--- src/rtl/seq_divider_if.sv ---
// Handshake and data bundle between the execute stage and the sequential divider.
// The requester side (EXU) uses the master modport, the divider uses slave.
interface seq_divider_if #(
    parameter int WIDTH = 32
);
    logic             div_valid_i;
    logic             div_ready_o;
    logic             div_signed_i;
    logic [WIDTH-1:0] dividend_i;
    logic [WIDTH-1:0] divisor_i;
    logic             flush_i;
    logic             out_valid_o;
    logic             out_ready_i;
    logic [WIDTH-1:0] quotient_o;
    logic [WIDTH-1:0] remainder_o;

    modport master (
        output div_valid_i,
        output div_signed_i,
        output dividend_i,
        output divisor_i,
        output flush_i,
        output out_ready_i,
        input  div_ready_o,
        input  out_valid_o,
        input  quotient_o,
        input  remainder_o
    );

    modport slave (
        input  div_valid_i,
        input  div_signed_i,
        input  dividend_i,
        input  divisor_i,
        input  flush_i,
        input  out_ready_i,
        output div_ready_o,
        output out_valid_o,
        output quotient_o,
        output remainder_o
    );
endinterface

--- src/rtl/seq_divider.sv ---
// Radix-2 restoring divider: one trial subtraction per cycle, MSB first.
// Operands are latched as magnitudes; signs are reapplied on the final step.
// Divide-by-zero and signed overflow bypass the iteration and finish in one cycle.
module seq_divider #(
    parameter int WIDTH = 32
) (
    input  logic          clk,
    input  logic          rst,
    seq_divider_if.slave  div_if
);
    localparam int CNT_W = $clog2(WIDTH + 1);

    localparam logic [1:0] ST_IDLE = 2'd0;
    localparam logic [1:0] ST_CALC = 2'd1;
    localparam logic [1:0] ST_DONE = 2'd2;

    // Magnitude of v when en is set and v is negative, v unchanged otherwise.
    function automatic logic [WIDTH-1:0] mag(input logic [WIDTH-1:0] v, input logic en);
        mag = (en && v[WIDTH-1]) ? (~v + {{(WIDTH-1){1'b0}}, 1'b1}) : v;
    endfunction

    // Two's-complement negate when en is set.
    function automatic logic [WIDTH-1:0] cond_neg(input logic [WIDTH-1:0] v, input logic en);
        cond_neg = en ? (~v + {{(WIDTH-1){1'b0}}, 1'b1}) : v;
    endfunction

    logic [1:0]       state_r;
    logic [CNT_W-1:0] cnt_r;
    // Holds the unconsumed dividend bits at the top and the quotient bits
    // shifted in at the bottom; after WIDTH steps it is the raw quotient.
    logic [WIDTH-1:0] dvd_r;
    logic [WIDTH-1:0] dvs_r;
    logic [WIDTH-1:0] rem_r;
    logic             q_neg_r;
    logic             r_neg_r;
    logic             div_ready_r;
    logic             out_valid_r;
    logic [WIDTH-1:0] quotient_r;
    logic [WIDTH-1:0] remainder_r;

    logic [WIDTH:0]   cand_s;
    logic [WIDTH:0]   diff_s;
    logic             qbit_s;
    logic [WIDTH-1:0] rem_step_s;
    logic [WIDTH-1:0] quo_step_s;
    logic             accept_s;
    logic             div_zero_s;
    logic             overflow_s;

    // One restoring step on the current partial remainder.
    always_comb begin
        cand_s     = {rem_r, dvd_r[WIDTH-1]};
        diff_s     = cand_s - {1'b0, dvs_r};
        qbit_s     = ~diff_s[WIDTH];
        quo_step_s = {dvd_r[WIDTH-2:0], qbit_s};
        if (qbit_s) begin
            rem_step_s = diff_s[WIDTH-1:0];
        end else begin
            rem_step_s = {rem_r[WIDTH-2:0], dvd_r[WIDTH-1]};
        end
    end

    // Request acceptance and special-case detection on the incoming operands.
    always_comb begin
        accept_s   = div_if.div_valid_i & div_ready_r & ~div_if.flush_i;
        div_zero_s = (div_if.divisor_i == {WIDTH{1'b0}});
        overflow_s = div_if.div_signed_i
                   & (div_if.dividend_i == {1'b1, {(WIDTH-1){1'b0}}})
                   & (div_if.divisor_i == {WIDTH{1'b1}});
    end

    // Control FSM, iteration datapath and registered results.
    always_ff @(posedge clk) begin
        if (rst) begin
            state_r     <= ST_IDLE;
            cnt_r       <= {CNT_W{1'b0}};
            dvd_r       <= {WIDTH{1'b0}};
            dvs_r       <= {WIDTH{1'b0}};
            rem_r       <= {WIDTH{1'b0}};
            q_neg_r     <= 1'b0;
            r_neg_r     <= 1'b0;
            div_ready_r <= 1'b1;
            out_valid_r <= 1'b0;
            quotient_r  <= {WIDTH{1'b0}};
            remainder_r <= {WIDTH{1'b0}};
        end else if (div_if.flush_i) begin
            // Abandon any work; result registers keep stale, unused data.
            state_r     <= ST_IDLE;
            div_ready_r <= 1'b1;
            out_valid_r <= 1'b0;
        end else begin
            case (state_r)
                ST_IDLE: begin
                    if (accept_s) begin
                        dvd_r       <= mag(div_if.dividend_i, div_if.div_signed_i);
                        dvs_r       <= mag(div_if.divisor_i, div_if.div_signed_i);
                        rem_r       <= {WIDTH{1'b0}};
                        cnt_r       <= CNT_W'(WIDTH);
                        q_neg_r     <= div_if.div_signed_i
                                     & (div_if.dividend_i[WIDTH-1] ^ div_if.divisor_i[WIDTH-1]);
                        r_neg_r     <= div_if.div_signed_i & div_if.dividend_i[WIDTH-1];
                        div_ready_r <= 1'b0;
                        if (div_zero_s) begin
                            quotient_r  <= {WIDTH{1'b1}};
                            remainder_r <= div_if.dividend_i;
                            out_valid_r <= 1'b1;
                            state_r     <= ST_DONE;
                        end else if (overflow_s) begin
                            quotient_r  <= div_if.dividend_i;
                            remainder_r <= {WIDTH{1'b0}};
                            out_valid_r <= 1'b1;
                            state_r     <= ST_DONE;
                        end else begin
                            state_r     <= ST_CALC;
                        end
                    end else begin
                        state_r <= ST_IDLE;
                    end
                end
                ST_CALC: begin
                    rem_r <= rem_step_s;
                    dvd_r <= quo_step_s;
                    cnt_r <= cnt_r - CNT_W'(1);
                    if (cnt_r == CNT_W'(1)) begin
                        quotient_r  <= cond_neg(quo_step_s, q_neg_r);
                        remainder_r <= cond_neg(rem_step_s, r_neg_r);
                        out_valid_r <= 1'b1;
                        state_r     <= ST_DONE;
                    end else begin
                        state_r <= ST_CALC;
                    end
                end
                ST_DONE: begin
                    if (div_if.out_ready_i) begin
                        out_valid_r <= 1'b0;
                        div_ready_r <= 1'b1;
                        state_r     <= ST_IDLE;
                    end else begin
                        state_r <= ST_DONE;
                    end
                end
                default: begin
                    state_r     <= ST_IDLE;
                    div_ready_r <= 1'b1;
                    out_valid_r <= 1'b0;
                end
            endcase
        end
    end

    assign div_if.div_ready_o = div_ready_r;
    assign div_if.out_valid_o = out_valid_r;
    assign div_if.quotient_o  = quotient_r;
    assign div_if.remainder_o = remainder_r;
endmodule
--- src/flat_wrapper.sv ---
// flat-port wrapper written by rule: the top's interface ports become plain ports
module seq_divider_flat 
#(
    parameter int WIDTH = 32
)
  (clk, rst, div_if_div_valid_i, div_if_div_signed_i, div_if_dividend_i, div_if_divisor_i, div_if_flush_i, div_if_out_ready_i, div_if_div_ready_o, div_if_out_valid_o, div_if_quotient_o, div_if_remainder_o);
  seq_divider_if #(.WIDTH(WIDTH)) div_if_i ();
  input  logic clk;
  input  logic rst;
  input wire logic [$bits(div_if_i.div_valid_i)-1:0] div_if_div_valid_i;
  input wire logic [$bits(div_if_i.div_signed_i)-1:0] div_if_div_signed_i;
  input wire logic [$bits(div_if_i.dividend_i)-1:0] div_if_dividend_i;
  input wire logic [$bits(div_if_i.divisor_i)-1:0] div_if_divisor_i;
  input wire logic [$bits(div_if_i.flush_i)-1:0] div_if_flush_i;
  input wire logic [$bits(div_if_i.out_ready_i)-1:0] div_if_out_ready_i;
  output wire logic [$bits(div_if_i.div_ready_o)-1:0] div_if_div_ready_o;
  output wire logic [$bits(div_if_i.out_valid_o)-1:0] div_if_out_valid_o;
  output wire logic [$bits(div_if_i.quotient_o)-1:0] div_if_quotient_o;
  output wire logic [$bits(div_if_i.remainder_o)-1:0] div_if_remainder_o;
  assign div_if_i.div_valid_i = div_if_div_valid_i;
  assign div_if_i.div_signed_i = div_if_div_signed_i;
  assign div_if_i.dividend_i = div_if_dividend_i;
  assign div_if_i.divisor_i = div_if_divisor_i;
  assign div_if_i.flush_i = div_if_flush_i;
  assign div_if_i.out_ready_i = div_if_out_ready_i;
  assign div_if_div_ready_o = div_if_i.div_ready_o;
  assign div_if_out_valid_o = div_if_i.out_valid_o;
  assign div_if_quotient_o = div_if_i.quotient_o;
  assign div_if_remainder_o = div_if_i.remainder_o;
  seq_divider #(.WIDTH(WIDTH)) u_core (.clk(clk), .rst(rst), .div_if(div_if_i));
endmodule
--- config.mk ---
export PLATFORM = sky130hd
export DESIGN_NAME = seq_divider_flat
export DESIGN_NICKNAME = d
export VERILOG_FILES = /design/src/rtl/seq_divider_if.sv /design/src/rtl/seq_divider.sv /design/src/flat_wrapper.sv
export SDC_FILE = /design/constraint.sdc
export NUM_CORES = 1
export LEC_CHECK = 0
export ABC_AREA = 1
export CAP_MARGIN = 20
export CORE_MARGIN = 8
export CORE_UTILIZATION = 40
export CTS_CLUSTER_DIAMETER = 40
export DETAILED_ROUTE_END_ITERATION = 10
export PLACE_DENSITY_LB_ADDON = 0.2
export SYNTH_ARGS = -nofsm -noshare
export SYNTH_HDL_FRONTEND = slang
export SYNTH_SLANG_ARGS = --single-unit
export TNS_END_PERCENT = 5
--- constraint.sdc ---
create_clock -name clk -period 3.2 [get_ports clk]
set_input_delay 0.32 -clock clk [delete_from_list [all_inputs] [get_ports clk]]
set_output_delay 0.32 -clock clk [all_outputs]
set_load 0.01 [all_outputs]
==> results of run 1 <==
## metrics by stage
| step | TNS, ns | power [W] | setup slack [ns] | instances | utilization [%] |
|---|---|---|---|---|---|
| 2_1_floorplan | -0.156 | 0.00335 | -0.156 | 2226 | - |
| 3_3_place_gp | -51.22 | 0.00421 | -0.880 | 3032 | 52.3 |
| 3_5_place_dp | -53.99 | 0.00422 | -0.914 | 3032 | 52.3 |
| 4_1_cts | -1.31 | 0.00657 | -0.129 | 3072 | 55.0 |
| 5_1_grt | -7.08 | 0.00692 | -0.395 | 3074 | 56.1 |
| 6_report | -0.817 | 0.00662 | -0.137 | 3074 | 56.1 |
## how the worst max path moves through the flow
| stage | startpoint | end | slack (ns) | cells past startpoint |
|---|---|---|---|---|
| after floorplan | u_core.dvd_r[31] | u_core.div_if.quotient_o[30] | -0.16 | 28 |
| after global placement | div_if_dividend_i[1] | u_core.div_if.quotient_o[24] | -0.88 | 19 |
| after detailed placement | div_if_dividend_i[1] | u_core.div_if.quotient_o[9] | -0.91 | 18 |
| after CTS | u_core.dvd_r[31] | u_core.div_if.quotient_o[28] | -0.13 | 26 |
| after global routing | u_core.dvs_r[31] | u_core.div_if.quotient_o[28] | -0.39 | 21 |
| final | u_core.dvd_r[31] | u_core.div_if.quotient_o[30] | -0.14 | 27 |
## sequential cells by signal, indices dropped and copies added (netlist names)
signal,flops
u_core.cnt_r,6
u_core.div_if.div_ready_o,1
u_core.div_if.out_valid_o,1
u_core.dvd_r,32
u_core.div_if.quotient_o,32
u_core.q_neg_r,1
u_core.state_r,2
u_core.r_neg_r,1
u_core.div_if.remainder_o,32
u_core.rem_r,32
u_core.dvs_r,32
## worst max-delay path, stage by stage (launching register included)
cell       delay (ns)
dfxtp_2          0.33
inv_2            0.06
ha_4             0.13
inv_4            0.03
fa_2             0.33
nand2_1          0.08
nand2_2          0.07
nand3_2          0.07
nand2_2          0.06
nand2_2          0.08
nand2_4          0.06
nand2_4          0.10
nand3_4          0.08
nand2_4          0.10
ha_4             0.15
nand3_4          0.08
nor2_4           0.13
nand4_1          0.12
nand3b_1         0.20
nand2_1          0.11
o21ai_2          0.10
nor2_4           0.15
o21ai_2          0.08
o21bai_4         0.18
nand3_2          0.08
o2111ai_2        0.08
nor2_1           0.12
nor2_1           0.05
## power by group through the flow
stage                     clock (W)  sequential, W  combinational [W]
after floorplan                   0        0.00233            0.00103
after global placement            0        0.00234            0.00187
after detailed placement          0        0.00234            0.00188
after CTS                   0.00235        0.00229            0.00193
after global routing        0.00243        0.00230            0.00219
final                       0.00232        0.00229            0.00201
## layout make-up
| type | instances | area, um^2 | share of cell area [%] |
|---|---|---|---|
| clock inverter | 13 | 181 | 0.970 |
| timing repair buffer | 458 | 3910 | 20.9 |
| sequential | 172 | 3450 | 18.5 |
| inverter | 310 | 1170 | 6.23 |
| clock buffer | 19 | 443 | 2.37 |
| multi-input combinational | 1654 | 8990 | 48.1 |
| tap | 448 | 561 | 3.00 |
## layout by cell type, fill, tap and decap left out, drive strengths merged, types with 6 or more instances in the layout
cell,count
a211oi,6
a21oi,197
a31oi,17
a41oi,10
buf,322
clkbuf,19
clkdlybuf4s50,134
dfxtp,172
ha,39
inv,315
nand2,616
nand3,152
nand3b,10
nand4,22
nor2,218
nor3,46
nor4,18
o211ai,27
o21ai,168
o21bai,6
o221ai,16
o31ai,8
or2,7
xnor2,15
xor2,25
## cell families after synthesis
family	Yosys count	share of synthesized area [%]
buffers and inverters	401	11.9
AND/OR/NAND/NOR	1094	35.5
XOR/XNOR	40	2.60
flip-flops	172	25.6
adder cells (fa/ha/maj)	40	3.77
AO/OA/AOI/OAI	479	20.7
## metal layers
layer / track usage (%) / wire length, um / vias to the layer above
li1: - / - / 8094
met1: 34.9 / 24000 / 7469
met2: 47.1 / 26800 / 548
met3: 4.06 / 3530 / 116
met4: 14.9 / 2840 / 0
met5: 0 / 0 / -
## repair_timing
| action | CTS | global route |
|---|---|---|
| gates resized for setup | 39 | 65 |
| pin swaps | 21 | 24 |
| setup endpoints to repair | 64 | 60 |
| cloned | 3 | 0 |
| setup buffers | 6 | 3 |
| endpoints found under the hold margin | 0 | 0 |
==> impl_metrics.py, run 1 <==
metrics = {
    "run_status": {
        "outcome": "complete, but fails checks",
        "violations": "setup timing",
    },
    "logic_synthesis": {
        "synth_edf_count": 0,
        "synth_commonest_cells": "nand2_1, inv_1, nor2_1, a21oi_1, dfxtp_1",
        "yosysWarnings": 0,
        "syn_nets": 2336,
        "async_flop_share_pct": 0,
        "ys_types": 58,
        "yosys-top-cells-area": "dfxtp_1, nand2_1, inv_1",
        "avgSynthCellArea_um2": 6.05,
        "synth_seq_cells": 172,
        "synthCells": 2226,
        "yosys.cell_count.top_type": "nand2_1",
        "yosys.area.top_type": "dfxtp_1",
        "synth_area_mm2": 0.0135,
        "ys_seq_area_share_pct": 25.6,
        "ys.flop_type": "dfxtp_1",
        "yosysTopAreaCellShare_pct": 25.6,
    },
    "sta": {
        "period_share_pct": 104,
        "min_period_ns": 3.34,
        "setup_viol": 17,
        "slew_violations": 0,
        "worstMarginPinSlew_ns": 1.05,
        "grt_setup_unrepaired": "yes",
        "timing.hold.ws_ns": 0.173,
        "worst_slack_ns": -0.137,
        "hold_viol": 0,
        "fmax_mhz": 300,
        "skew_ns": 0.0141,
        "relSlewSlack_pct": 30.3,
    },
    "flow_run": {
        "cap_violations": 0,
    },
    "clock_network": {
        "numClockSinks": 172,
        "tritoncts": "done",
        "clkTransAtPathRegs_ns": 0.07,
        "clk_latency_ns": 0.47,
        "root_buffer": "clkbuf_16",
        "htreeDepth": 4,
        "postCtsHoldBufs": 0,
        "cts_buffers": 17,
        "cts_buffer_depth": 2,
    },
    "global_routing": {
        "grt_pass1_wl_um": 87000,
        "grt_start_max_net_pins": 78,
        "antenna_found_initial": 0,
        "first_global_vias": 15500,
        "grt_remaining_overflow": 0,
        "track_usage_pct": 28.2,
    },
    "setup_path": {
        "crit_required_ns": 3.55,
        "cp_data_arrival_time_ns": 3.69,
        "end_kind": "flop",
        "crit_type": "flop to flop",
        "worst-r2r-cell-count": 27,
        "rrSetupSlack_ns": -0.14,
        "r2r_start": "u_core.dvd_r[31]",
        "start_kind": "flop",
        "r2r_end": "u_core.div_if.quotient_o[30]",
        "critPathMaxFanout": 3,
    },
    "floorplan": {
        "core_mm2": 0.0334,
        "fp.dieW_um": 199,
        "die_h_um": 199,
        "rows": 67,
        "io_pins": 136,
        "initial_core_util_pct": 40.3,
        "die_area_mm2": 0.0398,
    },
    "min_path": {
        "hold_class": "input pin to flop",
        "hold_start": "rst",
        "hold_end": "u_core.div_if.remainder_o[6]",
        "min_path_cells": 4,
    },
    "power": {
        "pwr-share-clk_pct": 35.1,
        "p_per_area_mw_per_mm2": 354,
        "netSwitchingPower_w": 0.00231,
        "switching_share_pct": 34.9,
        "ir_drop_uv": 415,
        "leakage_nw": 8.86,
        "power.internal_w": 0.00431,
        "seqPwrFrac_pct": 34.6,
        "p_comb_share_pct": 30.3,
    },
    "route": {
        "firstDrtPassIters": 6,
        "via_per_inst": 5.28,
        "wirelength_um": 57100,
        "first_iter_violations": 1189,
        "postRouteAntennaNets": 0,
        "wl_per_cell_um": 18.6,
        "drc_errors": 0,
        "via_count": 16200,
    },
    "place": {
        "place_area_mm2": 0.0174,
        "finalWeightedCongestion": 0.987,
        "dp_hpwl_um": 44900,
        "portBuffers": 135,
    },
    "layout": {
        "syn2layout_area_growth_pct": 39.0,
        "fin_area_mm2": 0.0187,
        "finalNetCount": 2723,
        "diodes": 0,
        "drive_gt1_share_pct": 20.6,
        "nFillCells": 3377,
    },
}
(Power assumes the default switching activity.)
==> inputs of run 2 (changes only) <==
- ABC_AREA: 1 -> unset
- HOLD_SLACK_MARGIN: unset -> 0.06
==> run 2 against run 1 <==
  * The flow still finishes with violations (setup timing)
  * Clock skew is 0.0024 ns lower
  * Register-to-register slack lost 0.80 ns
  * Flip-flop and latch count did not move
  * Utilization up 5.9 points
  * Largest cell class unchanged
  * Largest power group is now sequential cells
  * Highest routed layer unchanged
==> impl_metrics.py, run 2 <==
metrics = {
    "route": {
        "top_layer_used": "met4",
        "first_iter_violations": 1330,
        "wirelength_um": 49000,
        "via_count": 14900,
        "dr_wl_met3_um": 3380,
        "drc_errors": 0,
        "postRouteAntennaNets": 0,
        "wl_met1_um": 21100,
        "firstDrtPassIters": 5,
        "via_per_inst": 5.76,
        "met2WireLength_um": 22900,
        "wl_per_cell_um": 19.0,
    },
    "logic_synthesis": {
        "avgSynthCellArea_um2": 7.35,
        "synth-simple-area-share_pct": 24.2,
        "yosysWarnings": 0,
        "syn_nets": 1791,
        "yosys.area.top_type": "dfxtp_1",
        "ys_types": 82,
        "synth_seq_cells": 172,
        "ys.flop_type": "dfxtp_1",
        "ys_seq_area_share_pct": 27.9,
        "synth_commonest_cells": "nor2_1, dfxtp_1, nand2_1, a21oi_1, clkbuf_1",
        "yosys.cell_count.top_type": "nor2_1",
        "yosys-top-cells-area": "dfxtp_1, nor2_1, a21oi_1",
        "synthCells": 1681,
        "synth_area_mm2": 0.0124,
        "synth-compound-area-share_pct": 28.3,
        "synthMuxAreaShare_pct": 1.08,
        "async_flop_share_pct": 0,
        "synth_adder_area_share_pct": 4.11,
        "synth_edf_count": 0,
        "synth_xor_area_share_pct": 9.00,
        "synth_top_family_by_area": "compound AO/OA/AOI/OAI gates",
        "yosysTopAreaCellShare_pct": 27.9,
    },
    "setup_path": {
        "end_kind": "flop",
        "crit_end": "u_core.div_if.remainder_o[31]",
        "r2r_end": "u_core.div_if.remainder_o[31]",
        "path_delay_family": "compound AO/OA/AOI/OAI gates",
        "cp_slowest_cell": "a221o_1",
        "start_kind": "flop",
        "r2r_start": "u_core.dvd_r[31]",
        "crit_type": "flop to flop",
        "crit_path_start": "u_core.dvd_r[31]",
        "critPathMostFrequentCell": "buf_4",
        "crit_cells": 19,
        "critPathBufInv": 6,
        "critPathMaxFanout": 3,
        "crit_required_ns": 3.56,
        "path_cells": "inv_2 > ha_4 > inv_2 > fa_2 > a211oi_2 > o211ai_1 > buf_4 > buf_4 > buf_4 > a21oi_2 > buf_4 > o21ai_1 > or3_1 > o22a_1 > a21o_1 > a221o_1 > nor4_4 > mux2i_1 > nor4_2",
        "cp_slowest_stage_delay_ns": 0.42,
        "worst-r2r-cell-count": 19,
        "cp_data_arrival_time_ns": 4.50,
        "rrSetupSlack_ns": -0.94,
    },
    "clock_network": {
        "cts_buffers": 17,
        "numClockSinks": 172,
        "root_buffer": "clkbuf_16",
        "postCtsHoldBufs": 0,
        "clkTransAtPathRegs_ns": 0.07,
        "tritoncts": "done",
        "htreeDepth": 4,
        "clk_latency_ns": 0.45,
        "cts_buffer_depth": 2,
    },
    "sta": {
        "worst_slack_ns": -0.940,
        "slew_violations": 0,
        "relSlewSlack_pct": 17.2,
        "period_share_pct": 129,
        "fmax_mhz": 242,
        "min_period_ns": 4.14,
        "hold_viol": 0,
        "skew_ns": 0.0117,
        "setup_viol": 58,
        "worstMarginPinSlew_ns": 1.24,
        "fin_setup_tns_ns": -24.44,
        "timing.hold.ws_ns": 0.379,
        "grt_setup_unrepaired": "yes",
    },
    "floorplan": {
        "fp.dieW_um": 192,
        "core_mm2": 0.0305,
        "io_pins": 136,
        "initial_core_util_pct": 40.5,
        "die_h_um": 192,
        "die_area_mm2": 0.0368,
        "rows": 64,
    },
    "place": {
        "finalWeightedCongestion": 0.959,
        "portBuffers": 135,
        "dp_hpwl_um": 37200,
    },
    "flow_run": {
        "cap_violations": 0,
    },
    "layout": {
        "fin_util_pct": 62.0,
        "diodes": 0,
        "finalNetCount": 2279,
        "final_cell_mix": "buf_4, nor2_1, dfxtp_1, nand2_1, clkdlybuf4s50_1",
        "nFillCells": 2702,
        "seqCellArea_mm2": 0.00345,
        "syn2layout_area_growth_pct": 52.9,
        "drive_gt1_share_pct": 30.2,
        "multi_input_area_mm2": 0.00927,
        "layout_commonest_cell": "buf_4",
    },
    "power": {
        "ir_drop_uv": 342,
        "finalPower_w": 0.00626,
        "p_per_area_mw_per_mm2": 331,
        "leakage_nw": 7.69,
    },
    "run_status": {
        "outcome": "complete, but fails checks",
        "violations": "setup timing",
    },
    "global_routing": {
        "antenna_found_initial": 0,
        "track_usage_pct": 25.6,
        "first_global_vias": 14200,
        "grt_pass1_wl_um": 75100,
        "grt_start_max_net_pins": 74,
        "grt_remaining_overflow": 0,
    },
    "min_path": {
        "hold_class": "input pin to flop",
    },
}
[run 2: cell types whose count changed in the layout (fill, tap and decap cells not counted), moves of 39 or more]
cell / change
xor2_1: +39
nor2_1: +72
inv_1: -242
nand3_1: -109
buf_4: +123
a21oi_1: -57
xnor2_1: +43
nand2_1: -428
o21ai_0: -88
a211oi_1: +70
[run 2: cell type report]
type                    count  share of cell area [%]
clock inverters            12                   0.715
well taps                 396                    2.62
clock buffers              20                    2.42
multi-input cells        1337                    49.1
flip-flops and latches    172                    18.3
repair buffers            584                    25.8
inverters                  57                    1.15
[run 2: cells by family (layout without fill, tap and decap cells)]
family,after synthesis,after routing
AND/OR/NAND/NOR,643,643
XOR/XNOR,127,127
adder cells (fa/ha/maj),40,40
flip-flops,172,172
AO/OA/AOI/OAI,514,514
multiplexers,13,13
buffers and inverters,172,673
[run 2: power by group]
group          switching [W]  internal [W]  total (W)
registers          0.0000686       0.00220    0.00227
clock network       0.000960       0.00120    0.00216
logic               0.000962      0.000869    0.00183
[run 2: per-stage QoR]
stage | std cells | cell area (um^2) | setup WS (ns)
6_report | 2578 | 18900 | -0.940
4_1_cts | 2557 | 18000 | -0.902
3_5_place_dp | 2509 | 17000 | -1.05
5_1_grt | 2578 | 18900 | -1.12
2_1_floorplan | 1681 | 12500 | -0.970
3_3_place_gp | 2509 | 17000 | -0.931
[run 2: worst min-delay path by stage]
stage,depth (start not counted),from,end
global placement,2,u_core.div_if.quotient_o[9],u_core.div_if.quotient_o[9]
detailed placement,2,u_core.div_if.quotient_o[28],u_core.div_if.quotient_o[28]
finish,2,rst,u_core.cnt_r[1]
CTS,2,rst,u_core.cnt_r[1]
global route,2,rst,u_core.cnt_r[1]
floorplan,2,u_core.dvs_r[31],u_core.dvs_r[31]
[run 2: per-layer routing]
layer	global-route usage [%]	vias to the layer above
met4	8.76	0
li1	-	7135
met1	33.1	7053
met5	0	-
met2	42.3	569
met3	4.43	102
[run 2: repair_timing]
action,in CTS,in global routing
endpoints found under the setup margin,75,88
gates cloned,0,1
buffers inserted,16,21
endpoints found under the hold margin,0,0
pin swaps,31,56
resized for setup,58,140
==> inputs of run 3 (changes only) <==
- RECOVER_POWER: unset -> 50
- SLEW_MARGIN: unset -> 20
==> run 3 against run 2 <==
  * The flow finishes with violations (capacitance limit, slew limit, setup timing)
  * Non-clock buffer count is the same
  * Maximum frequency barely moved
  * Via count decreased by 0.12%
  * Clock power hardly changed
  * Count of clock-buffer cells in the layout is the same
  * Largest cell class unchanged
  * Highest routed layer unchanged
==> impl_metrics.py, run 3 (synthesis gave the netlist of run 2 again) <==
metrics = {
    "setup_path": {
        "end_kind": "flop",
        "start_kind": "flop",
        "path_delay_family": "compound AO/OA/AOI/OAI gates",
        "cp_slowest_stage_delay_ns": 0.42,
        "cp_slowest_cell": "a221o_1",
        "critPathMostFrequentCell": "buf_4",
        "cp_data_arrival_time_ns": 4.50,
        "critPathMaxFanout": 3,
        "critPathBufInv": 6,
        "crit_required_ns": 3.56,
        "path_cells": "inv_2 > ha_4 > inv_2 > fa_2 > a211oi_2 > o211ai_1 > buf_4 > buf_4 > buf_4 > a21oi_2 > buf_4 > o21ai_1 > or3_1 > o22a_1 > a21o_1 > a221o_1 > nor4_4 > mux2i_1 > nor4_2",
        "crit_cells": 19,
        "crit_type": "flop to flop",
        "worst-r2r-cell-count": 19,
    },
    "floorplan": {
        "die_area_mm2": 0.0368,
        "io_pins": 136,
        "rows": 64,
        "initial_core_util_pct": 40.5,
        "die_h_um": 192,
        "core_mm2": 0.0305,
        "fp.dieW_um": 192,
    },
    "route": {
        "via_count": 14800,
        "wl_per_cell_um": 19.0,
        "postRouteAntennaNets": 0,
        "first_iter_violations": 1326,
        "via_per_inst": 5.76,
        "wirelength_um": 48900,
        "firstDrtPassIters": 5,
        "drc_errors": 0,
    },
    "power": {
        "finalPower_w": 0.00626,
        "ir_drop_uv": 341,
        "p_per_area_mw_per_mm2": 332,
        "leakage_nw": 7.92,
    },
    "layout": {
        "fin_util_pct": 61.9,
        "final_cell_mix": "buf_4, nor2_1, dfxtp_1, nand2_1, a21oi_1",
        "fin_cells": 2578,
        "layout_commonest_cell": "buf_4",
        "diodes": 0,
        "finalNetCount": 2279,
        "drive_gt1_share_pct": 30.1,
        "fin_area_mm2": 0.0189,
        "syn2layout_area_growth_pct": 52.8,
    },
    "global_routing": {
        "first_global_vias": 14200,
        "track_usage_pct": 25.6,
        "grt_remaining_overflow": 0,
        "antenna_found_initial": 0,
        "grt_pass1_wl_um": 75100,
        "grt_start_max_net_pins": 74,
    },
    "sta": {
        "worst_slack_ns": -0.939,
        "grt_setup_unrepaired": "yes",
        "slew_violations": 17,
        "skew_ns": 0.0116,
        "relSlewSlack_pct": -1.64,
        "min_period_ns": 4.14,
        "hold_viol": 0,
        "fin_setup_tns_ns": -24.15,
        "setup_viol": 57,
        "period_share_pct": 129,
        "worstMarginPinSlew_ns": 1.52,
        "fmax_mhz": 242,
    },
    "clock_network": {
        "clk_latency_ns": 0.45,
        "htreeDepth": 4,
        "clkTransAtPathRegs_ns": 0.07,
        "tritoncts": "done",
        "root_buffer": "clkbuf_16",
        "cts_buffer_depth": 2,
        "cts_buffers": 17,
        "numClockSinks": 172,
    },
    "place": {
        "finalWeightedCongestion": 0.959,
        "place_area_mm2": 0.0170,
        "dp.cells": 2509,
        "dp_hpwl_um": 37200,
        "portBuffers": 135,
    },
    "min_path": {
        "hold_class": "input pin to flop",
        "min_path_cells": 2,
    },
    "flow_run": {
        "cap_violations": 1,
    },
    "run_status": {
        "outcome": "complete, but fails checks",
        "violations": "capacitance limit, slew limit, setup timing",
    },
}
## run 3: timing repair
action / CTS / global route
pin swaps: 31 / 56
setup buffers: 16 / 21
resized for setup: 58 / 140
hold buffers: 0 / 0
endpoints found under the setup margin: 75 / 88
cloned: 0 / 1
## run 3: final timing paths
kind | start | endpoint | slack, ns
setup / recovery | u_core.dvd_r[31] | u_core.div_if.remainder_o[31] | -0.94
hold reg to reg | u_core.div_if.quotient_o[28] | u_core.div_if.quotient_o[28] | 0.45
setup reg to reg | u_core.dvd_r[31] | u_core.div_if.remainder_o[31] | -0.94
hold / removal | rst | u_core.cnt_r[1] | 0.38
## run 3: layer usage
layer / GRT usage, % / part of all wire (%) / wire, um
met1: 33.1 / 43 / 21000
met5: 0 / 0 / 0
met2: 42.3 / 47 / 23000
met3: 4.43 / 7.0 / 3440
met4: 8.76 / 3.2 / 1580
## run 3: area by class of cell
class	count	area, um^2
Tap cell	396	495
Sequential cell	172	3450
Clock inverter	12	135
Multi-Input combinational cell	1337	9260
Inverter	57	216
Clock buffer	20	457
Timing Repair Buffer	584	4870
Fill cell	2702	11600
## run 3: power breakdown
| group | switching (W) | leakage (nW) | internal (W) |
|---|---|---|---|
| combinational | 0.000961 | 6.23 | 0.000868 |
| clock | 0.000962 | 0.291 | 0.00120 |
| sequential | 0.0000684 | 1.40 | 0.00220 |
## run 3: through the flow
stage / setup slack [ns] / hold slack (ns)
6_report: -0.939 / 0.379
5_1_grt: -1.12 / 0.411
4_1_cts: -0.902 / 0.379
3_5_place_dp: -1.05 / 0.445
3_3_place_gp: -0.931 / 0.443
2_1_floorplan: -0.970 / 0.432
